[config.mk]
export PLATFORM = sky130hd
export DESIGN_NAME = fft_input_reorder
export DESIGN_NICKNAME = d
export VERILOG_FILES = /design/src/rtl/fft_input_reorder.sv
export SDC_FILE = /design/constraint.sdc
export NUM_CORES = 1
export LEC_CHECK = 0
export ABC_AREA = 0
export ABC_CLOCK_PERIOD_IN_PS = 3500
export BUFFER_PORTS_ARGS = -buffer_cell sky130_fd_sc_hd__buf_2
export CAP_MARGIN = 15
export CELL_PAD_IN_SITES_DETAIL_PLACEMENT = 0
export CELL_PAD_IN_SITES_GLOBAL_PLACEMENT = 1
export CORE_UTILIZATION = 55
export DETAILED_ROUTE_END_ITERATION = 12
export PLACE_DENSITY = 0.77
export SYNTH_ARGS = -nofsm -noshare
export SYNTH_HDL_FRONTEND = slang
export SYNTH_SLANG_ARGS = --single-unit
[constraint.sdc]
create_clock -name clk -period 3.5 [get_ports clk]
set_input_delay 0.35 -clock clk [delete_from_list [all_inputs] [get_ports clk]]
set_output_delay 0.35 -clock clk [all_outputs]
set_load 0.05 [all_outputs]
[src/rtl/fft_input_reorder.sv]
`default_nettype none
// +--------------------------------------------------------------------------+
// | Module      : fft_input_reorder                                          |
// | Description : Ping-pong bit-reversal frame buffer feeding the first      |
// |               radix-2 butterfly stage of a 16-point FFT. Real samples    |
// |               are written at bit-reversed addresses; each completed      |
// |               frame drains as 8 (x_m, x_n) pairs with twiddle index 0.   |
// | Option      : FFT_IN_DC_REMOVE_EN - subtract the per-frame mean from     |
// |               every output sample, saturated to DATA_W bits.             |
// | Revision    : 1.0 - initial release                                      |
// +--------------------------------------------------------------------------+
module fft_input_reorder #(
    parameter int DATA_W = 12,
    parameter int LOG2_N = 4
) (
    input  logic                     clk,
    input  logic                     rst,
    input  logic signed [DATA_W-1:0] in_sample,
    input  logic                     in_valid,
    output logic                     in_ready,
    output logic signed [DATA_W-1:0] out_m_real,
    output logic signed [DATA_W-1:0] out_m_img,
    output logic signed [DATA_W-1:0] out_n_real,
    output logic signed [DATA_W-1:0] out_n_img,
    output logic [LOG2_N-2:0]        out_index,
    output logic [LOG2_N-2:0]        out_pair,
    output logic                     out_last,
    output logic                     out_valid,
    input  logic                     out_ready
);

    localparam int c_frame_len = 1 << LOG2_N;

    // Two frame banks; contents are deliberately not reset.
    logic signed [DATA_W-1:0] r_mem [2][c_frame_len];

    logic                  r_wr_bank;
    logic                  r_rd_bank;
    logic [1:0]            r_bank_full;
    logic [LOG2_N-1:0]     r_wr_cnt;
    logic [LOG2_N-2:0]     r_rd_cnt;
    logic                  r_out_valid;

    logic                  w_wr_en;
    logic                  w_wr_done;
    logic                  w_load;
    logic                  w_rd_done;
    logic [1:0]            w_set_mask;
    logic [1:0]            w_clr_mask;
    logic [LOG2_N-1:0]     w_wr_addr;
    logic [LOG2_N-1:0]     w_addr_m;
    logic [LOG2_N-1:0]     w_addr_n;
    logic signed [DATA_W-1:0] w_m_val;
    logic signed [DATA_W-1:0] w_n_val;

    function automatic logic [LOG2_N-1:0] f_bitrev(input logic [LOG2_N-1:0] a);
        logic [LOG2_N-1:0] r;
        for (int i = 0; i < LOG2_N; i++) begin
            r[i] = a[LOG2_N-1-i];
        end
        return r;
    endfunction

    assign in_ready   = ~r_bank_full[r_wr_bank];
    assign w_wr_en    = in_valid & in_ready;
    assign w_wr_done  = w_wr_en & (&r_wr_cnt);
    assign w_wr_addr  = f_bitrev(r_wr_cnt);

    // The drain side reads naturally ordered adjacent words: pair k is words 2k and 2k+1.
    assign w_load     = r_bank_full[r_rd_bank] & (~r_out_valid | out_ready);
    assign w_rd_done  = w_load & (&r_rd_cnt);
    assign w_addr_m   = {r_rd_cnt, 1'b0};
    assign w_addr_n   = {r_rd_cnt, 1'b1};

    // A set and a clear on the same edge always hit different banks.
    assign w_set_mask = {w_wr_done & r_wr_bank, w_wr_done & ~r_wr_bank};
    assign w_clr_mask = {w_rd_done & r_rd_bank, w_rd_done & ~r_rd_bank};

`ifdef FFT_IN_DC_REMOVE_EN
    localparam int c_sum_w = DATA_W + LOG2_N;

    logic signed [c_sum_w-1:0] r_sum [2];
    logic signed [DATA_W-1:0]  w_mean;

    // Mean of the bank being drained: taking the upper bits is an arithmetic shift.
    assign w_mean = r_sum[r_rd_bank][c_sum_w-1:LOG2_N];

    function automatic logic signed [DATA_W-1:0] f_dc(input logic signed [DATA_W-1:0] s,
                                                      input logic signed [DATA_W-1:0] m);
        logic signed [DATA_W:0] d;
        d = {s[DATA_W-1], s} - {m[DATA_W-1], m};
        if (d[DATA_W] != d[DATA_W-1]) begin
            return {d[DATA_W], {(DATA_W-1){~d[DATA_W]}}};
        end
        return d[DATA_W-1:0];
    endfunction

    // Per-bank running sum, restarted by the first sample of each frame.
    always_ff @(posedge clk) begin
        if (rst) begin
            r_sum[0] <= '0;
            r_sum[1] <= '0;
        end else if (w_wr_en) begin
            if (r_wr_cnt == '0) begin
                r_sum[r_wr_bank] <= c_sum_w'(in_sample);
            end else begin
                r_sum[r_wr_bank] <= r_sum[r_wr_bank] + c_sum_w'(in_sample);
            end
        end
    end

    assign w_m_val = f_dc(r_mem[r_rd_bank][w_addr_m], w_mean);
    assign w_n_val = f_dc(r_mem[r_rd_bank][w_addr_n], w_mean);
`else
    assign w_m_val = r_mem[r_rd_bank][w_addr_m];
    assign w_n_val = r_mem[r_rd_bank][w_addr_n];
`endif

    // Store accepted samples at their bit-reversed position.
    always_ff @(posedge clk) begin
        if (w_wr_en) begin
            r_mem[r_wr_bank][w_wr_addr] <= in_sample;
        end
    end

    // Bank pointers, fill/drain counters and full flags.
    always_ff @(posedge clk) begin
        if (rst) begin
            r_wr_bank   <= 1'b0;
            r_rd_bank   <= 1'b0;
            r_bank_full <= 2'b00;
            r_wr_cnt    <= '0;
            r_rd_cnt    <= '0;
        end else begin
            if (w_wr_en) begin
                r_wr_cnt <= r_wr_cnt + 1'b1;
                if (w_wr_done) begin
                    r_wr_bank <= ~r_wr_bank;
                end
            end
            if (w_load) begin
                r_rd_cnt <= r_rd_cnt + 1'b1;
                if (w_rd_done) begin
                    r_rd_bank <= ~r_rd_bank;
                end
            end
            r_bank_full <= (r_bank_full | w_set_mask) & ~w_clr_mask;
        end
    end

    // Output pair register: loads when empty or being consumed, holds under backpressure.
    always_ff @(posedge clk) begin
        if (rst) begin
            r_out_valid <= 1'b0;
            out_m_real  <= '0;
            out_n_real  <= '0;
            out_pair    <= '0;
            out_last    <= 1'b0;
        end else if (w_load) begin
            r_out_valid <= 1'b1;
            out_m_real  <= w_m_val;
            out_n_real  <= w_n_val;
            out_pair    <= r_rd_cnt;
            out_last    <= &r_rd_cnt;
        end else if (out_ready) begin
            r_out_valid <= 1'b0;
        end
    end

    // Real input and stage-1 twiddle make these constant.
    assign out_m_img = '0;
    assign out_n_img = '0;
    assign out_index = '0;
    assign out_valid = r_out_valid;

endmodule
`default_nettype wire

-- Yosys cells after proc, flatten, opt, wreduce, memory -nomap -nowiden
Memory sizes are Yosys's and may differ from the RTL's. A register that Yosys moved wholly into a read port is not among the register bits.
Cells that the tools add are included.
- bits in registers: 40
- memory bits (writable): 384
- input bits: 16
- output and inout port bits: 57
- logic and storage cells: 62
- memories kept: 1
- memory list (name ; words ; bits a word ; read ports ; clocked after memory_dff ; wr ports ; line ; source):
    r_mem ; 2 ; 192 ; 1 ; 1 ; 1 ; 35 ; logic signed [DATA_W-1:0] r_mem [2][c_frame_len];
- $add $sub $neg: 2
- magnitude comparators: 6
- muxes and demuxes: 18
- bitwise gates (word level): 19
- reductions and logical operators: 6
- operator list (operator ; number):
    192-bit two-way mux ; 1
    12-bit binary-select mux with 4-bit select ; 2
    12-bit two-way mux ; 5
    12-bit demux with 4-bit select ; 1
    5-bit >= comparator (second input constant) ; 3
    4-bit NOT with 5-bit output ; 3
    1-bit two-way mux ; 9
    1-bit AND ; 8
    5-bit by 1-bit less-than comparator with 1-bit output (second input constant) ; 1
    4-bit by 1-bit adder with 4-bit output (second input constant) ; 1
    1-bit by 2-bit less-than comparator with 1-bit output (second input constant) ; 2
    1-bit NOT ; 4
    2-bit AND reduction ; 2
    4-bit AND reduction ; 1
    3-bit by 1-bit adder with 3-bit output (second input constant) ; 1
    3-bit AND reduction ; 1
    2-bit AND ; 1
    2-bit NOT ; 1
    2-bit bitwise OR ; 1
    2-bit nonzero test ; 1
    1-bit logical AND ; 1
    1-bit bitwise OR ; 1

-- Longest topological paths before layout
- word-level depth: 8
- mapped depth: 6
- depth with buffers taken out: 5

-- Worst setup path before layout
Ideal clock, no wire load.
- path type: reg2reg
- from: register r_wr_bank
- to: memory r_mem[0][48] (netlist name) (enable)
- arrival: 2.065 ns
- slack: 1.054 ns
- stages on the path, launching flop included: 6
- buffers on the path: 1
- path through: dfxtp_1 buf_6 mux2_4 inv_1 nand3_1 nor2_1
- longest elaborated chain between the ends: 6
- RTL lines (item ; line ; source):
    start: declaration ; 37 ; logic r_wr_bank;
    start signal: assignment ; 138 ; r_wr_bank <= ~r_wr_bank;
    1-bit two-way mux (not written as such) (2 in series) ; 64 ; assign in_ready = ~r_bank_full[r_wr_bank];
    1-bit NOT ; 64 ;
    net in_ready ; 20 ; output logic in_ready,
    1-bit AND ; 65 ; assign w_wr_en = in_valid & in_ready;
    1-bit two-way mux ; 121 ; if (w_wr_en) begin
    192-bit two-way mux (not written as such) ; 122 ; r_mem[r_wr_bank][w_wr_addr] <= in_sample;
    end: declaration ; 35 ;
The timed path passes the listed nets, and every way through them passes these cells. The select of a mux whose other input is x is not followed.

==> run_results.csv <==
group,metric,value,unit
clock_tree,clk-insertion-delay-late,530,ps
setup_path,critPathLaunchType,"flip-flop",
logic_synthesis,synth_area,16600,µm²
power,p_leak,5.84,nW
sta,fin_skew,10.7,ps
setup_path,critPathCaptureType,"flip-flop",
clock_tree,post_cts_resized,0,
sta,finalSetupTns,0,ps
setup_path,r2r_slack,1130,ps
placed_design,dp_hpwl,20400,µm
logic_synthesis,synthCells,831,
die,chipHeight,176,µm
clock_tree,cts_setup_buffers,0,
route,vias,8130,
clock_tree,holdBufCountCts,0,
clock_tree,numCtsBuffers,42,
setup_path,required,3880,ps
clock_tree,path_clk_slew,60,ps
power,power.density,538,nW/µm²
route,drtIter0Drc,856,
sta,slew_viol_final,0,
global_routing,grt_max_degree,51,
clock_tree,cts_max_level,2,
setup_path,crit_arrival,2750,ps
placed_design,portBuffers,45,
route,wl_per_cell,26.2,µm
setup_path,critPathKind,"reg -> reg",
global_routing,grt_overflow,0,
sta,finalSetupViolations,0,
clock_tree,clock_sinks,425,
die,core,29600,µm²
clock_tree,clockRootBuffer,"clkbuf_16",
sta,layout_min_cycle_time,2370,ps
setup_path,worst-path-max-fanout,24,
logic_synthesis,synth-edff-count,384,
min_path,hold_class,"in -> reg",
die,die_w,176,µm
logic_synthesis,ys.flop_type,"edfxtp_1",
logic_synthesis,ys_top_cells_by_area,"edfxtp_1, mux4_2, dfxtp_1",
logic_synthesis,synth-seq-cells,425,
final_layout,final_nets,933,
die,start_util,0.559,
logic_synthesis,ys_seq_area_frac,0.745,
logic_synthesis,synth_most_common_cell,"edfxtp_1",
route,wl,35000,µm
final_layout,layout-drive-gt1-share,0.261,
global_routing,first_global_vias,8124,
global_routing,antenna_found_initial,1,
logic_synthesis,synth_top_area_share,0.696,
clock_tree,cts_buffer_depth,3,
outcome,status,"finished clean",
route,viasPerCell,6.09,
route,drc,0,
power,irDropWorstVdd,0.000429,V
die,ios,73,
route,ant_nets,0,
global_routing,grt.total_usage,0.234,
sta,report.final.hold_viol_count,0,
logic_synthesis,synth_top_cell_by_area,"edfxtp_1",
sta,hold_slack,162,ps
clock_tree,cts_tree,"built",
final_layout,area_growth,12.1,%
sta,post-route-period-util,0.677,
logic_synthesis,synth_warnings,0,
route,dr.pass1.iters,5,
die,fp.dieArea,30800,µm²
sta,worst_pin_slew,956,ps
sta,rsz0062_at_grt,"no",
sta,max-slew-margin-rel,0.362,
logic_synthesis,synth-async-reset-ratio,0,
die,core.rowCount,63,
placed_design,gp_congestion,0.847,
sta,clock.fmax,422,MHz
global_routing,grt_first_pass_wirelength,51900,µm
logic_synthesis,synth.top_cells.by_count,"edfxtp_1, mux4_2, mux2i_1",
flow_run,cap_violations,0,
logic_synthesis,syn_area_per_cell,19.9,µm²
logic_synthesis,synth.distinct_cells,35,
==> cells in the final DEF, fill, tap and decap left out, types with 3 or more instances in the layout <==
cell	count
edfxtp_1	384
mux4_2	96
mux2i_1	48
buf_2	45
clkbuf_16	43
dfxtp_1	38
buf_4	36
o21ai_0	33
nor2_1	32
conb_1	27
nor2b_1	24
o221ai_1	24
nand3_1	14
a21oi_1	13
clkbuf_1	12
inv_1	10
clkinv_1	9
ha_1	6
or4_1	5
clkinv_2	5
nand3b_1	3
nand2_1	3
==> per-layer routing <==
| metal | global-route usage | up-vias | routed length, µm |
|---|---|---|---|
| li1 | - | 3498 | - |
| met1 | 0.348 | 4229 | 15000 |
| met2 | 0.366 | 344 | 17100 |
| met3 | 0.0353 | 59 | 2310 |
| met4 | 0.0609 | 0 | 668 |
| met5 | 0 | - | 0 |
==> path summary, 6_finish.rpt <==
check | startpoint | end | depth (start not counted)
worst min register to register | out_last$_SDFFE_PP0P_ | out_last$_SDFFE_PP0P_ | 2
worst max-delay path | flip-flop | out_n_real[1]$_SDFFE_PP0P_ | 4
worst max register to register | flip-flop | out_n_real[1]$_SDFFE_PP0P_ | 4
worst min-delay path | in_valid | r_wr_cnt[1]$_SDFFE_PP0N_ | 3
==> per-stage QoR <==
step	utilization	std cells	total power [mW]	worst slack, ps	cell area (µm²)
global placement	0.582	1254	5.87	549	17300
floorplan	-	857	5.80	1050	16700
detailed placement	0.583	1255	5.88	874	17300
CTS	0.626	1331	10.0	874	18600
global route	0.627	1334	10.3	965	18600
finish	0.627	1334	9.99	1130	18600
==> sequential cells by signal, indices dropped and copies added (netlist names), named ones only <==
name         count
out_n_real      12
out_pair         3
r_rd_cnt         3
out_m_real      12
r_mem          384
r_rd_bank        1
out_valid        1
r_wr_cnt         4
out_last         1
r_wr_bank        1
r_bank_full      2
==> cell families (layout without fill, tap and decap cells) <==
logic type	count (synthesis)	after routing	share of synthesized area
DFF	425	425	0.745
other	1	28	0.000226
adders and majority gates	6	6	0.00453
buffers and inverters	85	171	0.0294
muxes	147	147	0.162
and+or+nand+nor	89	89	0.0281
AOI/OAI and AO/OA	78	78	0.0307
==> layout make-up <==
class,count,area [µm²]
fill,2025,11100
timing repair buffer,85,566
clock buffer,56,1130
tap,390,488
inverter,10,37.5
sequential,425,12400
clock inverter,20,151
multi-input combinational,347,3840
antenna,1,2.50
==> critical path: stages (launching register included) <==
cell and delay [ps]:
dfxtp_4 660, buf_4 390, mux4_2 560, mux2i_1 380
o221ai_1 190
==> power by group <==
group	total, mW	switching, mW	internal (mW)
clock network	4.21	1.79	2.43
logic	0.218	0.186	0.0326
registers	5.56	0.00748	5.55
(Power assumes the default switching activity.)
